`config.mk`:
```
export PLATFORM = sky130hd
export DESIGN_NAME = regfile_rd2_wr1
export DESIGN_NICKNAME = d
export VERILOG_FILES = /design/src/rtl/regfile_rd2_wr1.sv
export SDC_FILE = /design/constraint.sdc
export NUM_CORES = 2
export LEC_CHECK = 0
export CAP_MARGIN = 0
export CELL_PAD_IN_SITES_DETAIL_PLACEMENT = 0
export CELL_PAD_IN_SITES_GLOBAL_PLACEMENT = 2
export CORE_UTILIZATION = 45
export CTS_BUF_LIST = sky130_fd_sc_hd__clkbuf_2
export CTS_CLUSTER_DIAMETER = 50
export DETAILED_ROUTE_END_ITERATION = 16
export GPL_TIMING_DRIVEN = 0
export HOLD_SLACK_MARGIN = 0.15
export PLACE_DENSITY = 0.77
export SLEW_MARGIN = 20
export SYNTH_ARGS = -nofsm -noshare
export SYNTH_HDL_FRONTEND = slang
export SYNTH_SLANG_ARGS = --single-unit
```
`constraint.sdc`:
```
create_clock -name clk -period 2.35 [get_ports clk]
set_input_delay 0.235 -clock clk [delete_from_list [all_inputs] [get_ports clk]]
set_output_delay 0.235 -clock clk [all_outputs]
set_load 0.02 [all_outputs]
```
`src/rtl/regfile_rd2_wr1.sv`:
```
// 32-entry register file, one write port and two registered read ports (latency 1, reg 0 reads zero).
// Build option REGFILE_BYPASS_EN: a same-edge write to a read address forwards wdata to that read port.
module regfile_rd2_wr1 #(
    parameter int WIDTH = 32,
    parameter int DEPTH = 32,
    parameter int AW    = 5
) (
    input  logic             clk,
    input  logic             nreset,
    input  logic             we,
    input  logic [AW-1:0]    waddr,
    input  logic [WIDTH-1:0] wdata,
    input  logic             re1,
    input  logic [AW-1:0]    raddr1,
    output logic [WIDTH-1:0] rdata1,
    output logic             rvalid1,
    input  logic             re2,
    input  logic [AW-1:0]    raddr2,
    output logic [WIDTH-1:0] rdata2,
    output logic             rvalid2
);

    // One extra bit so DEPTH == 2**AW is representable.
    localparam logic [AW:0] DEPTH_L = (AW+1)'(DEPTH);

    logic [WIDTH-1:0] mem_r [DEPTH];
    logic [WIDTH-1:0] rdata1_r;
    logic [WIDTH-1:0] rdata2_r;
    logic             rvalid1_r;
    logic             rvalid2_r;
    logic             wr_en_s;
    logic [WIDTH-1:0] rd1_s;
    logic [WIDTH-1:0] rd2_s;

    // Address names a real, writable/readable register (not reg 0, not beyond DEPTH).
    function automatic logic addr_ok(input logic [AW-1:0] addr);
        return (addr != {AW{1'b0}}) && ({1'b0, addr} < DEPTH_L);
    endfunction

    // Qualify the write request.
    always_comb begin
        wr_en_s = 1'b0;
        if (we && addr_ok(waddr)) begin
            wr_en_s = 1'b1;
        end else begin
            wr_en_s = 1'b0;
        end
    end

    // Read-side selection for both ports, including the optional write forwarding.
    always_comb begin
        rd1_s = {WIDTH{1'b0}};
        rd2_s = {WIDTH{1'b0}};
        if (addr_ok(raddr1)) begin
`ifdef REGFILE_BYPASS_EN
            if (wr_en_s && (waddr == raddr1)) begin
                rd1_s = wdata;
            end else begin
                rd1_s = mem_r[raddr1];
            end
`else
            rd1_s = mem_r[raddr1];
`endif
        end else begin
            rd1_s = {WIDTH{1'b0}};
        end
        if (addr_ok(raddr2)) begin
`ifdef REGFILE_BYPASS_EN
            if (wr_en_s && (waddr == raddr2)) begin
                rd2_s = wdata;
            end else begin
                rd2_s = mem_r[raddr2];
            end
`else
            rd2_s = mem_r[raddr2];
`endif
        end else begin
            rd2_s = {WIDTH{1'b0}};
        end
    end

    // Register storage; reg 0 is never written so it stays zero from reset.
    always_ff @(posedge clk or negedge nreset) begin
        if (!nreset) begin
            for (int i = 0; i < DEPTH; i++) begin
                mem_r[i] <= {WIDTH{1'b0}};
            end
        end else if (wr_en_s) begin
            mem_r[waddr] <= wdata;
        end
    end

    // Read result registers; data holds when no request is made.
    always_ff @(posedge clk or negedge nreset) begin
        if (!nreset) begin
            rdata1_r  <= {WIDTH{1'b0}};
            rdata2_r  <= {WIDTH{1'b0}};
            rvalid1_r <= 1'b0;
            rvalid2_r <= 1'b0;
        end else begin
            rvalid1_r <= re1;
            rvalid2_r <= re2;
            if (re1) begin
                rdata1_r <= rd1_s;
            end
            if (re2) begin
                rdata2_r <= rd2_s;
            end
        end
    end

    assign rdata1  = rdata1_r;
    assign rdata2  = rdata2_r;
    assign rvalid1 = rvalid1_r;
    assign rvalid2 = rvalid2_r;

endmodule

```
==> results summary <==
The number of levels the H-tree was split into is 5. The critical path data arrival time is ~2400 ps. The initial antenna violation count was 15. The cell family contributing the most delay on the critical path is flip-flops. The flip-flop cell with the highest count after synthesis is sky130_fd_sc_hd__dfrtp_1. The setup violation total in the final timing report is around 120. The sequential share of power came out at 0.496. The cell-internal power came out at ~34000 µW. Entering global routing, the biggest net connects 140 pins. In this run, synthesis inferred 0 flip-flops with an integrated enable. The average vias per placed instance came out at a little over 6. The placement-stage worst setup slack came out at -1950 ps. The checks that failed: negative hold slack, negative setup slack.

The worst min-delay path category is primary input to async pin. The final weighted congestion of routability-driven global placement is a little over 0.9. The number of design-rule violations left by the first detailed-router iteration came out at 3682. The power density relative to cell area came out at between 700 and 800 mW/mm². The net count after synthesis came out at a little over 4000. Of the total power, the clock network draws 0.273.

The relative max-transition margin is 0.181. The critical path data required time is 2120 ps. The total number of placement rows came out at 129.

Based on the critical path, the design can be clocked at up to 374 MHz. The compound-cell area share of the yosys netlist is 0.0609. The final HPWL from detailed placement is around 150 mm. For the pin with the worst max-slew slack, the measured transition is around 1200 ps. TritonCTS built the clock tree. Setup repair after global routing could not meet its margin everywhere. The type of element capturing the critical path is a primary output. Before antenna repair, the detailed router went through 6 iterations.

Of the total power, the share spent switching nets is 0.323. The sequential share of the synthesized area is 0.481. The time the final worst path needs with I/O delays and setup is approximately 2700 ps.

Of all flip-flops after synthesis, the portion carrying an async set or reset was 1.00. The proportion of layout cells with a drive suffix above 1 came out at 0.459. The area fraction in and, or, nand and nor cells after synthesis is 0.0177.

The post-layout total power is between 50000 and 60000 µW. Sorting the synthesized cells by how often they occur yields 1090 x sky130_fd_sc_hd__dfrtp_1, 1041 x sky130_fd_sc_hd__mux2_2, 377 x sky130_fd_sc_hd__mux2i_1, 324 x sky130_fd_sc_hd__mux4_2, 248 x sky130_fd_sc_hd__clkbuf_1. The remaining global-route overflow is 0. In this run the static leakage power is a little under 0.03 µW.

The number of warnings printed during yosys synthesis is 0. The vertical extent of the die came out at around 360 µm. The clock insertion delay at the later pin of the skew report is approximately 1700 ps. The quantity of I/O buffers inserted on ports came out at 109. The number of distinct library cells after synthesis is 46. The cell count after placement came out at about 5800.

The DRC violations left is 0. The total wire length after detailed routing is about 210 mm. The wire length of the first global-routing pass came out at 303 mm. The number of standard cells after synthesis is 4023. Of all nets on the critical path, the largest fanout is 2.

The filler cells instantiated in the layout total ~11000. The finished layout holds between 6000 and 7000 standard cells, fillers aside. In the post-synthesis netlist, the cell with the most instances is sky130_fd_sc_hd__dfrtp_1. The via count of the first global-routing pass was between 40000 and 50000. The CTS buffer count is 320. The worst clock skew is around 120 ps. The area enclosed by the die boundary is 0.127 mm².

The share of Yosys cell area claimed by the top area cell type came out at 0.481. The fraction of synthesized area in multiplexers is 0.405. The critical path buffer and inverter count is 1. The flow ran to the end, but the final reports show violations. The tree is rooted in a sky130_fd_sc_hd__clkbuf_2. The delay of the slowest critical-path stage is roughly 520 ps. The worst hold slack across all endpoints is -434 ps. The net switching power is 16200 µW.

The combined global-route utilization of all metal layers came out at 0.339. The effective utilization at floorplan came out at 0.456. The layout-stage area growth over the synthesis result is 15.0%. The final layout contains around 4700 nets. The die width is 357 µm.

Walking the worst path, the cells encountered are buf_6. The number of hold violations in the final report is 80. The slowest stage of the critical path is the sky130_fd_sc_hd__dfrtp_2 cell.

The dominant combinational cell family by area after synthesis is multiplexers. Sorting the synthesized cells by area gives the leading types as sky130_fd_sc_hd__dfrtp_1 48%, sky130_fd_sc_hd__mux2_2 21%, sky130_fd_sc_hd__mux4_2 13%. Of all cell types, the one taking the most synthesized area is sky130_fd_sc_hd__dfrtp_1. The area inside the core boundary came out at ~0.12 mm². The count of clock tree sinks is 1090. The launching element type of the critical path is a flip-flop. The number of max-cap violations came out at 0. The worst-case IR drop observed on VDD is about 0.00054 V. The clock-pin slew on the worst setup and hold paths came out at around 130 ps. The number of buffers on the longest clock path came out at 4.

The mean post-synth cell area came out at 14.1 µm². The count of final max-slew check failures came to 0. The area of the mapped netlist came out at 0.0567 mm². Of the total power, combinational logic draws 0.231. The critical path in this run is classified as flip-flop to primary output. The routed wirelength normalized by instance count came out at approximately 33 µm. In this run, synthesis produced a sequential element count of approximately 1100. The total via count in the routed design is 40300.

The remaining antenna violation count is 0. The ratio of final minimum period to clock period came out at 1.14. The top-level I/O count is about 120.

The xor-xnor portion of the synthesized cell area is 0. The adder-cell area share of the yosys netlist came out at 0. The final worst-path setup slack came out at -323 ps.
## logic make-up after synthesis
logic type             Yosys count
AND/OR/NAND/NOR                221
buffers and inverters          453
multiplexers                  1757
AO/OA/AOI/OAI                  502
flip-flops                    1090
## metal layers
| metal | GRT usage | routed length [µm] | vias up |
|---|---|---|---|
| li1 | - | - | 16800 |
| met1 | 0.466 | 91300 | 21400 |
| met2 | 0.514 | 97200 | 1775 |
| met3 | 0.104 | 20300 | 322 |
| met4 | 0.108 | 5790 | 2 |
| met5 | 0 | 20 | - |
## final cells by class
type | count | area [µm²] | share of cell area
clock inverters | 60 | 258 | 0.00395
flip-flops and latches | 1090 | 27300 | 0.419
well taps | 1637 | 2050 | 0.0314
clock buffers | 458 | 2290 | 0.0352
multi-input cells | 2480 | 27700 | 0.424
diodes | 7 | 17.5 | 0.000269
repair buffers | 319 | 3560 | 0.0546
plain buffers | 449 | 2020 | 0.0309
inverters | 4 | 18.8 | 0.000288
## tightest hold or removal path, cell delays in order
cell	delay, ps
sky130_fd_sc_hd__buf_16	80
sky130_fd_sc_hd__buf_16	90
sky130_fd_sc_hd__buf_16	90
sky130_fd_sc_hd__buf_16	90
sky130_fd_sc_hd__buf_16	100
sky130_fd_sc_hd__buf_16	90
sky130_fd_sc_hd__buf_16	90
sky130_fd_sc_hd__buf_16	90
sky130_fd_sc_hd__buf_16	100
sky130_fd_sc_hd__buf_16	100
sky130_fd_sc_hd__buf_16	100
sky130_fd_sc_hd__buf_16	100
sky130_fd_sc_hd__buf_16	320
## flip-flops by register name (all words and copies together) (netlist names)
register and flops:
rvalid1 1, rvalid2 1, rdata2 32, rdata1 32
mem_r 1024
## stage by stage
| step | instance area [µm²] | util | hold slack (ps) | setup TNS (ps) |
|---|---|---|---|---|
| 2_1_floorplan | 56700 | - | -60.6 | 0 |
| 3_3_place_gp | 59800 | 0.481 | 460 | - |
| 3_5_place_dp | 60200 | 0.484 | 163 | -794940 |
| 6_report | 65200 | 0.524 | -434 | -14110 |
| 5_1_grt | 65200 | 0.524 | -462 | -16580 |
| 4_1_cts | 64800 | 0.522 | -574 | -24490 |
## cells in the final DEF, fill, tap and decap left out, types with 72 or more instances in the layout
cell type	instances
sky130_fd_sc_hd__dfrtp_1	1060
sky130_fd_sc_hd__nor2_1	115
sky130_fd_sc_hd__buf_4	72
sky130_fd_sc_hd__buf_6	79
sky130_fd_sc_hd__buf_2	129
sky130_fd_sc_hd__clkbuf_1	227
sky130_fd_sc_hd__mux2i_1	377
sky130_fd_sc_hd__o22ai_1	93
sky130_fd_sc_hd__clkbuf_2	482
sky130_fd_sc_hd__dlygate4sd3_1	119
sky130_fd_sc_hd__mux2_2	1041
sky130_fd_sc_hd__a21oi_1	95
sky130_fd_sc_hd__mux4_2	324
## power by group through the flow
stage	sequential [µW]	clock (µW)	combinational (µW)
2_1_floorplan	24400	0	7580
3_3_place_gp	25100	0	10300
3_5_place_dp	25100	0	10800
4_1_cts	24700	14000	11400
5_1_grt	25300	15000	12300
6_report	24900	13700	11600
## final timing paths
| kind | slack [ps] | end | startpoint | cells after the start |
|---|---|---|---|---|
| worst min register to register | 490 | mem_r[995]$_DFFE_PN0P_ | mem_r[995]$_DFFE_PN0P_ | 1 |
| worst max-delay path | -320 | rdata1[11] | rdata1[11]$_DFFE_PN0P_ | 1 |
| max in group asynchronous | 690 | mem_r[368]$_DFFE_PN0P_ | nreset | 17 |
| worst min-delay path | -430 | mem_r[930]$_DFFE_PN0P_ | nreset | 13 |
| worst max register to register | 40 | rdata2[9]$_DFFE_PN0P_ | mem_r[873]$_DFFE_PN0P_ | 5 |
| min in group clk | 270 | rdata2[5]$_DFFE_PN0P_ | raddr2[4] | 7 |
## repair_timing
action,4_1_cts,5_1_grt
pin swaps,1,3
gates cloned,0,1
resized for setup,428,85
setup buffers,58,5
hold endpoints to repair,2014,257
hold buffers,133,4
endpoints found under the setup margin,81,449
Power figures use the tool's default switching activity.
